<file path="src/rtl/pc_fetch_unit.sv">
`default_nettype none
// ============================================================================
// Module      : pc_fetch_unit
// Description : PC register and instruction-fetch sequencer presenting one
//               instruction at a time to a single-cycle datapath.
// Revision    : 1.0 - initial release
// ============================================================================
module pc_fetch_unit #(
  parameter int                  PC_WIDTH  = 32,
  parameter logic [PC_WIDTH-1:0] RESET_PC  = '0,
  parameter int                  CNT_WIDTH = 32
) (
  input  logic                 CLK,
  input  logic                 RESET,
  input  logic [PC_WIDTH-1:0]  BRANCH_TARGET,
  input  logic                 TAKE_BRANCH,
  input  logic                 STALL,
  input  logic                 IMEM_BUSYWAIT,
  input  logic [31:0]          INSTR_IN,
  output logic                 IMEM_READ,
  output logic [PC_WIDTH-1:0]  PC,
  output logic [PC_WIDTH-1:0]  PC_PLUS4,
  output logic [31:0]          INSTR_OUT,
  output logic                 INSTR_VALID,
  output logic                 ALIGN_ERR,
  output logic [CNT_WIDTH-1:0] RETIRED
);

  localparam logic [PC_WIDTH-1:0]  PC_FOUR = PC_WIDTH'(4);
  localparam logic [CNT_WIDTH-1:0] CNT_ONE = CNT_WIDTH'(1);

  typedef enum logic [1:0] {
    IDLE  = 2'd0,
    FETCH = 2'd1,
    EXEC  = 2'd2
  } state_t;

  state_t state;
  state_t state_next;
  logic   fetch_done;
  logic   commit;

  assign PC_PLUS4 = PC + PC_FOUR;

  always_comb begin
    state_next = state;
    IMEM_READ  = 1'b0;
    fetch_done = 1'b0;
    commit     = 1'b0;
    case (state)
      IDLE: begin
        state_next = FETCH;
      end
      FETCH: begin
        IMEM_READ = 1'b1;
        if (!IMEM_BUSYWAIT) begin
          fetch_done = 1'b1;
          state_next = EXEC;
        end
      end
      EXEC: begin
        if (!STALL) begin
          commit     = 1'b1;
          state_next = FETCH;
        end
      end
      default: begin
        state_next = IDLE;
      end
    endcase
  end

  always_ff @(posedge CLK) begin
    if (RESET) begin
      state       <= IDLE;
      PC          <= RESET_PC;
      INSTR_OUT   <= '0;
      INSTR_VALID <= 1'b0;
      ALIGN_ERR   <= 1'b0;
      RETIRED     <= '0;
    end else begin
      state <= state_next;
      if (fetch_done) begin
        INSTR_OUT   <= INSTR_IN;
        INSTR_VALID <= 1'b1;
      end
      // Branch/target are only meaningful at the committing edge.
      if (commit) begin
        PC          <= TAKE_BRANCH ? {BRANCH_TARGET[PC_WIDTH-1:2], 2'b00} : PC_PLUS4;
        RETIRED     <= RETIRED + CNT_ONE;
        INSTR_VALID <= 1'b0;
        if (TAKE_BRANCH && (BRANCH_TARGET[1:0] != 2'b00)) begin
          ALIGN_ERR <= 1'b1;
        end
      end
    end
  end

endmodule
`default_nettype wire

</file>
<file path="config.mk">
export PLATFORM = sky130hd
export DESIGN_NAME = pc_fetch_unit
export DESIGN_NICKNAME = d
export VERILOG_FILES = /design/src/rtl/pc_fetch_unit.sv
export SDC_FILE = /design/constraint.sdc
export NUM_CORES = 1
export LEC_CHECK = 0
export ABC_AREA = 0
export BUFFER_PORTS_ARGS = -buffer_cell sky130_fd_sc_hd__clkbuf_2
export CAP_MARGIN = 20
export CORE_UTILIZATION = 44
export CTS_CLUSTER_DIAMETER = 40
export DETAILED_ROUTE_END_ITERATION = 16
export PLACE_DENSITY = 0.74
export SKIP_LAST_GASP = 1
export SLEW_MARGIN = 30
export SYNTH_ARGS = -nofsm -noshare
export SYNTH_HDL_FRONTEND = slang
export SYNTH_SLANG_ARGS = --single-unit
export TNS_END_PERCENT = 10
</file>
<file path="constraint.sdc">
create_clock -name CLK -period 2.1 [get_ports CLK]
set_input_delay 0.21 -clock CLK [delete_from_list [all_inputs] [get_ports CLK]]
set_output_delay 0.21 -clock CLK [all_outputs]
set_load 0.05 [all_outputs]
</file>
==> results, run 1 <==
- The flow ran to the end, but the final reports show violations.
- The checks that failed: negative setup slack.
- The static power due to leakage is 0.00314 uW.
- The number of antenna violations at the first check in global routing is 0.
- Of the total synthesized cell area, the portion taken by full adders, half adders and majority gates is 0.00492.
- The max-capacitance violation count is 0.
- The routed design has 15,100 um of wire.
- The aggregate negative setup slack is -1.24 ns.
- Of all flip-flops after synthesis, the portion carrying an async set or reset was 0.
- The synthesized instance count is 660.
- Across the routed clock network, the largest skew measured is 0.00637 ns.
- The number of buffers and inverters on the critical path is 2.
- Traced cell by cell, the critical path runs through nand4_4 -> nor3_4 -> nand4_1 -> buf_4 -> nor2_4 -> xor2_4 -> buf_12.
- Clock tree synthesis found a total of 98 sinks.
- No sink is reached through more buffers than the 2 on the longest clock path.
- The arrival time of the worst setup path is 2.00 ns.
- For this run, the slowest stage of the critical path takes 0.37 ns.
- Setup repair after global routing could not meet its margin everywhere.
- Counting I/O delays and the setup requirement, the final critical path takes 2.21 ns.
- The pre-antenna-repair detailed-routing pass consisted of 4 iterations.
- The nature of the critical path startpoint is a register.
- The mapped netlist covers 5090 um^2.
- The synthesized-area fraction occupied by xor and xnor cells is 0.0929.
- Dividing the final minimum period by the clock period gives 1.05.
- The synthesized-area fraction occupied by ao, oa, aoi and oai cells is 0.148.
- After the last flow step, the layout net total stands at 936.
- The full die area is 12,000 um^2.
- Measured along the x axis, the die boundary spans 110 um.
- The worst setup path is captured at an output pin.
- The flip-flop cell with the highest count after synthesis is dfxtp_1.
- Setup violations remaining at the end of the flow were counted as 21.
- Once detailed placement completed, the half-perimeter wirelength came to 10,800 um.
- The cell row count is 38.
- The instance count along the most critical hold path is 3.
- The clock latency of the later-clocked register in the worst-skew pair is 0.34 ns.
- The via count of the first global-routing pass is 5,202.
- The total DRC errors in the routed layout is 0.
- The core box area is 11,000 um^2.
- TritonCTS built the clock tree.
- Across all layers, the routed design uses 5,523 vias.
- The tree is rooted in a clkbuf_16.
- The share of the Yosys chip area taken by registers is 0.386.
- The final-report max-slew violation count is 0.
- The count of yosys warnings during synthesis is 0.
- The number of hold violations in the final report was 0.
- The setup check on the worst reg-to-reg path leaves a slack of 0 ns.
- For hold timing, the worst endpoint is INSTR_OUT[12]$_SDFFE_PP0P_.
- The worst setup path is of the register to output pin kind.
- The effective utilization at floorplan is 0.461.
- In this run the critical register-to-register path is captured at PC[20]$_SDFFE_PP0P_.
- The first routing iteration left 307 violations.
- After synthesis, the largest family of logic cells by area is simple AND/OR/NAND/NOR gates.
- The worst pin sits at a relative slew slack of 0.642.
- The number of routed nets with antenna violations is 0.
- After global routing the overflow that remains totals 0.
- The congestion estimate from routability-driven global placement came to 0.805.
- Of the cells placed in the final design, the portion with a size suffix greater than 1 is 0.392.
- The floorplan step set the die height to 110 um.
- The count of buffers added on input and output ports is 195.
- From synthesis to final layout, the design area changed by 44.5%.
- The post-synthesis sequential element count is 98.
- In this run the most critical hold path is launched from INSTR_IN[12].
- The fill cell total of the finished layout is 938.
- The simple-gate area share of the yosys netlist is 0.298.
- Leaving out fill and tap cells, the most frequent cell in the layout is clkbuf_2.
- TritonCTS created 9 clock buffers.
- In the post-route analysis, the smallest setup slack over all paths is -0.111 ns.
- The design draws 4370 uW.
- After clock tree synthesis, the clock-pin slew on the worst setup and hold paths is 0.07 ns.
- The slew of the pin with the lowest slew margin is 0.537 ns.
- Derived from the worst setup path, the maximum achievable clock frequency is 452 MHz.
- The number of cells traversed by the worst register-to-register path is 8.
- Pin placement for this block handled 200 I/O pins.
- After synthesis, the mean cell area works out to 7.71 um^2.
- The wire length per cell is 15.0 um.
- The post-detailed-route via-to-cell ratio is 5.47.
- In the layout the commonest cells are clkbuf_2, nand2_1, dfxtp_1.
- The tightest hold path in the finished design has a slack of 0.0856 ns.
- The launch point of the worst reg-to-reg path is PC[2]$_SDFFE_PP0P_.
- The H-tree level count is 3.
- Of the post-synthesis cell area, the part taken by muxes is 0.0138.
- The worst hold path belongs to the class input pin to register.
- The number of synthesized flops with an enable pin is 0.
- The global-route total usage across every layer is 0.253.
- The largest driver fanout on the critical path is 6.
- The category of cells accounting for the largest share of critical-path delay is simple AND/OR/NAND/NOR gates.
- The slowest stage cell on the critical path is dfxtp_4.
- VDD sags by at most 0.455 mV.
- The global-route wire length before repair is 24,100 um.
- Data on the critical path is required at its endpoint by 1.89 ns.
- The share of the core filled with cells is 0.667.
- The largest net degree at the start of global routing is 59.
- The antenna diode count is 0.
- Power spread over the standard cell area amounts to 595 nW/um^2.
- The count of different cell masters after synthesis is 58.
## synthesized netlist by cell type, types with 3 or more instances
master | instances | area share
o21ai_0 | 18 | 0.018
or4_1 | 5 | 0.0074
a21oi_1 | 58 | 0.057
and4_1 | 4 | 0.0069
clkbuf_1 | 45 | 0.033
nor4_1 | 12 | 0.015
buf_4 | 4 | 0.0059
buf_2 | 4 | 0.0039
nor3_1 | 16 | 0.016
nand2_1 | 102 | 0.075
o31ai_1 | 3 | 0.0044
nor2b_1 | 8 | 0.0098
a22oi_1 | 7 | 0.010
a31oi_1 | 12 | 0.015
mux2i_1 | 7 | 0.014
nand3_1 | 30 | 0.030
dfxtp_1 | 98 | 0.39
xnor2_1 | 32 | 0.055
or3_1 | 3 | 0.0037
xor2_1 | 22 | 0.038
o41ai_1 | 3 | 0.0052
nand4_1 | 22 | 0.027
nand2b_1 | 5 | 0.0061
o211ai_1 | 3 | 0.0044
a22o_1 | 3 | 0.0052
and3_1 | 12 | 0.015
inv_1 | 15 | 0.011
nand3b_1 | 5 | 0.0074
nor2_1 | 67 | 0.049
## cell type report
cell class	instances	area, um^2	area share
clock buffers	10	250	0.0340
flip-flops and latches	98	2030	0.276
well taps	140	175	0.0238
multi-input cells	494	3240	0.441
repair buffers	247	1510	0.205
clock inverters	6	85.1	0.0116
inverters	15	56.3	0.00766
## registers in the layout, summed over array words and instances (netlist names)
name	cells
INSTR_OUT	32
RETIRED	32
PC	30
state	2
ALIGN_ERR	1
INSTR_VALID	1
## stage by stage
step / cells / setup WS [ns] / instance area (um^2)
final: 1010 / -0.111 / 7350
after global routing: 1010 / -0.230 / 7350
after CTS: 1009 / -0.112 / 7330
after detailed placement: 979 / -0.0466 / 6730
after global placement: 979 / -0.00336 / 6730
after floorplan: 663 / -0.172 / 5480
## routing by layer
layer | wire, um | vias to the layer above | track usage
met1 | 6410 | 2594 | 0.306
met5 | 0 | - | 0
met4 | 346 | 0 | 0.109
li1 | - | 2698 | -
met3 | 1020 | 29 | 0.0533
met2 | 7350 | 202 | 0.434
## worst max-delay path by stage
| stage | start | to | slack [ns] | cells after the start |
|---|---|---|---|---|
| after global placement | PC[3]$_SDFFE_PP0P_ | PC_PLUS4[31] | -0.003 | 7 |
| final | PC[5]$_SDFFE_PP0P_ | PC_PLUS4[31] | -0.11 | 7 |
| after detailed placement | PC[3]$_SDFFE_PP0P_ | PC_PLUS4[31] | -0.05 | 7 |
| after floorplan | PC[5]$_SDFFE_PP0P_ | PC_PLUS4[23] | -0.17 | 5 |
| after global routing | PC[11]$_SDFFE_PP0P_ | PC_PLUS4[31] | -0.23 | 7 |
| after CTS | PC[2]$_SDFFE_PP0P_ | PC_PLUS4[22] | -0.11 | 6 |
## worst reg2reg max path: cells and delay by family (launching register included)
family                   cells  cell delay (ns)
adder cells (fa/ha/maj)      1             0.15
buffers and inverters        2             0.32
flip-flops                   1             0.37
AND/OR/NAND/NOR              4             1.01
AO/OA/AOI/OAI                1             0.17
## where the power goes
part	leakage, uW	total, uW	internal [uW]	switching (uW)
clock network	0.000168	1860	1120	737
logic	0.00216	584	180	404
registers	0.000810	1930	1890	44.9
total	0.00314	4370	3190	1190
## what timing repair did
action / in CTS / in global routing
buffers inserted: 14 / 1
resized for setup: 35 / 5
pin swaps: 13 / 3
setup endpoints to repair: 21 / 24
hold buffers: 0 / 0
## cells by family (layout without fill, tap and decap cells)
group | count (synthesis) | count (layout)
simple gates | 304 | 304
flops | 98 | 98
fa+ha+maj | 2 | 2
xor+xnor | 54 | 54
buf+inv | 71 | 278
other cells | 1 | 4
compound gates | 123 | 123
mux | 7 | 7
No activity file was read; power rests on OpenSTA's default activity.
==> run 2: changes to the inputs <==
--- a/config.mk
+++ b/config.mk
@@ -8,7 +8,9 @@
 export ABC_AREA = 0
 export BUFFER_PORTS_ARGS = -buffer_cell sky130_fd_sc_hd__clkbuf_2
 export CAP_MARGIN = 20
+export CORE_MARGIN = 2
 export CORE_UTILIZATION = 44
+export CTS_BUF_LIST = sky130_fd_sc_hd__clkbuf_8 sky130_fd_sc_hd__clkbuf_16
 export CTS_CLUSTER_DIAMETER = 40
 export DETAILED_ROUTE_END_ITERATION = 16
 export PLACE_DENSITY = 0.74
@@ -17,4 +19,4 @@
 export SYNTH_ARGS = -nofsm -noshare
 export SYNTH_HDL_FRONTEND = slang
 export SYNTH_SLANG_ARGS = --single-unit
-export TNS_END_PERCENT = 10
+export TNS_END_PERCENT = 100
==> results, run 2 (same netlist as run 1, synthesis figures left out) <==
- Of the total power, combinational logic draws 0.148.
- In the final routed layout, each cell accounts on average for 15.7 um.
- The final net count is 977.
- The sequential cell fraction of total power is 0.451.
- The max-capacitance violation count is 0.
- The first routing iteration left 296 violations.
- The number of routed nets with antenna violations is 0.
- The total of hold buffers inserted after clock tree synthesis is 0.
- The highest ir drop seen on vdd is 0.446 mV.
- The number of CTS-inserted buffers is 9.
- The internal power of the cells totals 3050 uW.
- The sequential cells in the finished layout cover a total of 2050 um^2.
- Timing analysis after detailed placement gives a worst setup slack of 0.0369 ns.
- CTS built an H-tree with a depth of 3.
- The final instance area is 7970 um^2.
- The final worst clock skew is 0.00636 ns.
- The switching part of the total power is 0.284.
- The die covers 12,400 um^2.
- The minimum hold slack is 0.0772 ns.
- Entering global routing, the biggest net connects 80 pins.
- The library cells used most frequently in the layout, excluding fill and tap cells, are clkbuf_2, nand2_1, buf_4.
- The count of boundary I/O pins is 200.
- The area growth from synthesis to layout is 56.6%.
- In the routed design, unresolved DRC markers number 0.
- The total of buffers placed on input and output ports is 195.
- The antenna diode count is 0.
- Of the cells placed in the final design, the portion with a size suffix greater than 1 is 0.440.
- After layout, the worst setup slack is -0.0840 ns.
- The first-pass iteration count of the detailed router is 5.
- After clock tree synthesis, the clock-pin slew on the worst setup and hold paths is 0.07 ns.
- The clock network fraction of design power is 0.401.
- Setup repair after global routing could not meet its margin everywhere.
- The clock tree from TritonCTS is built.
- The run finished, with violations left.
- In this run the worst hold path is classified as input pin to register.
- The final route contains 5,717 vias.
- The effective utilization at floorplan is 0.448.
- The power density normalized to cell area is 535 nW/um^2.
- Wires add up to 16,500 um.
- The core box area is 11,400 um^2.
- The number of hold violations in the final report came to 0.
- In this run the core area contains 39 standard-cell rows.
- The critical path start-end classification is register to output pin.
- The via count of the first global-routing pass is 5,498.
- The arrival time of the worst setup path is 1.97 ns.
- The number of antenna violations at the first check in global routing is 0.
- Based on the critical path, the design can be clocked at up to 458 MHz.
- The largest registers in the layout are INSTR_OUT x32, RETIRED x32, PC x30.
- The worst max-slew margin expressed relative to the limit is 0.574.
- The checks that failed: negative setup slack.
- The leading cell type in the layout, fill and taps excluded is clkbuf_2.
- For this design, the sink count on the clock tree is 98.
- For the finished layout, the period the worst path requires is 2.18 ns.
- The root buffer cell is clkbuf_16.
- In the finished design, the share of the clock period the worst path needs comes to 1.04.
- The later pin in the worst-skew pair is clocked with a latency of 0.34 ns.
- The setup violation total in the final timing report is 10.
- The weighted congestion at the end of routability-driven global placement is 0.884.
- From left edge to right edge, the die measures 112 um.
- At the end of the flow the core is filled with cells to 0.701.
- The fill cell total of the finished layout is 876.
- At the pin with the least slew margin, the transition time is 0.640 ns.
- In the routed layout, each cell is associated on average with a via count of 5.42.
- The clock passes through at most 2 buffers.
- In the global route stage, overall resource usage came out at 0.263.
- Summed over all nets, the switching power comes to 1210 uW.
- The analysis attributes to cell leakage a power of 0.00345 uW.
- The largest driver fanout on the critical path is 4.
- The final-report max-slew violation count was 0.
- The first global-routing pass estimated 27,000 um of wire.
- The data required time of the critical path is 1.89 ns.
- The area of placed instances is 6890 um^2.
- The nature of the critical path startpoint is a register.
- The half-perimeter wire length of the detailed placement result is 11,400 um.
- The total overflow left after global routing is 0.
- The floorplan die height is 112 um.
- Summing all multi-input logic gate instances after layout gives 3420 um^2.
- The worst setup path is captured at an output pin.
==> run 2: final cells by class <==
type                            instances  share of cell area
Clock buffer                           11              0.0345
Multi-Input combinational cell        495               0.430
Tap cell                              143              0.0224
Timing Repair Buffer                  287               0.244
Sequential cell                        98               0.258
Clock inverter                          5             0.00471
Inverter                               15             0.00706
==> run 2: final timing paths <==
path	cells after the start	from	to	slack, ns
min	3	INSTR_IN[17]	INSTR_OUT[17]$_SDFFE_PP0P_	0.08
min reg2reg	2	INSTR_OUT[4]$_SDFFE_PP0P_	INSTR_OUT[4]$_SDFFE_PP0P_	0.46
max reg2reg	9	PC[3]$_SDFFE_PP0P_	PC[20]$_SDFFE_PP0P_	0.02
max	6	PC[3]$_SDFFE_PP0P_	PC_PLUS4[22]	-0.08
==> run 2: repair_timing <==
item,4_1_cts,5_1_grt
pin swaps,18,28
buffers inserted,38,7
endpoints found under the setup margin,21,36
cloned,2,0
resized for setup,65,44
==> run 2: metrics by stage <==
step           power [uW]  std cells  setup TNS, ns
2_1_floorplan        2380        663          -1.17
3_3_place_gp         2560        992              0
3_5_place_dp         2580        992              0
4_1_cts              4290       1048         -0.725
5_1_grt              4420       1054          -1.55
6_report             4260       1054         -0.380
==> run 2: worst max-delay path: stages, from the launching register on <==
cell and delay [ns]:
dfxtp_4 0.38, ha_4 0.15, nand3_4 0.06, or4_4 0.54
nor2_4 0.17, xor2_4 0.16, buf_8 0.16
==> run 2: metal layers <==
layer  routed length, um  GRT usage  up-vias
li1                    -          -     2787
met3                 994     0.0539       26
met4                 310     0.0889        0
met5                   0          0        -
met2                8570      0.471      220
met1                6660      0.314     2684
==> run 2: power groups by stage <==
stage | Combinational [uW] | Clock, uW | Sequential [uW]
finish | 629 | 1710 | 1920
global route | 668 | 1820 | 1930
CTS | 620 | 1740 | 1930
detailed placement | 602 | 0 | 1970
global placement | 592 | 0 | 1970
floorplan | 262 | 0 | 2120
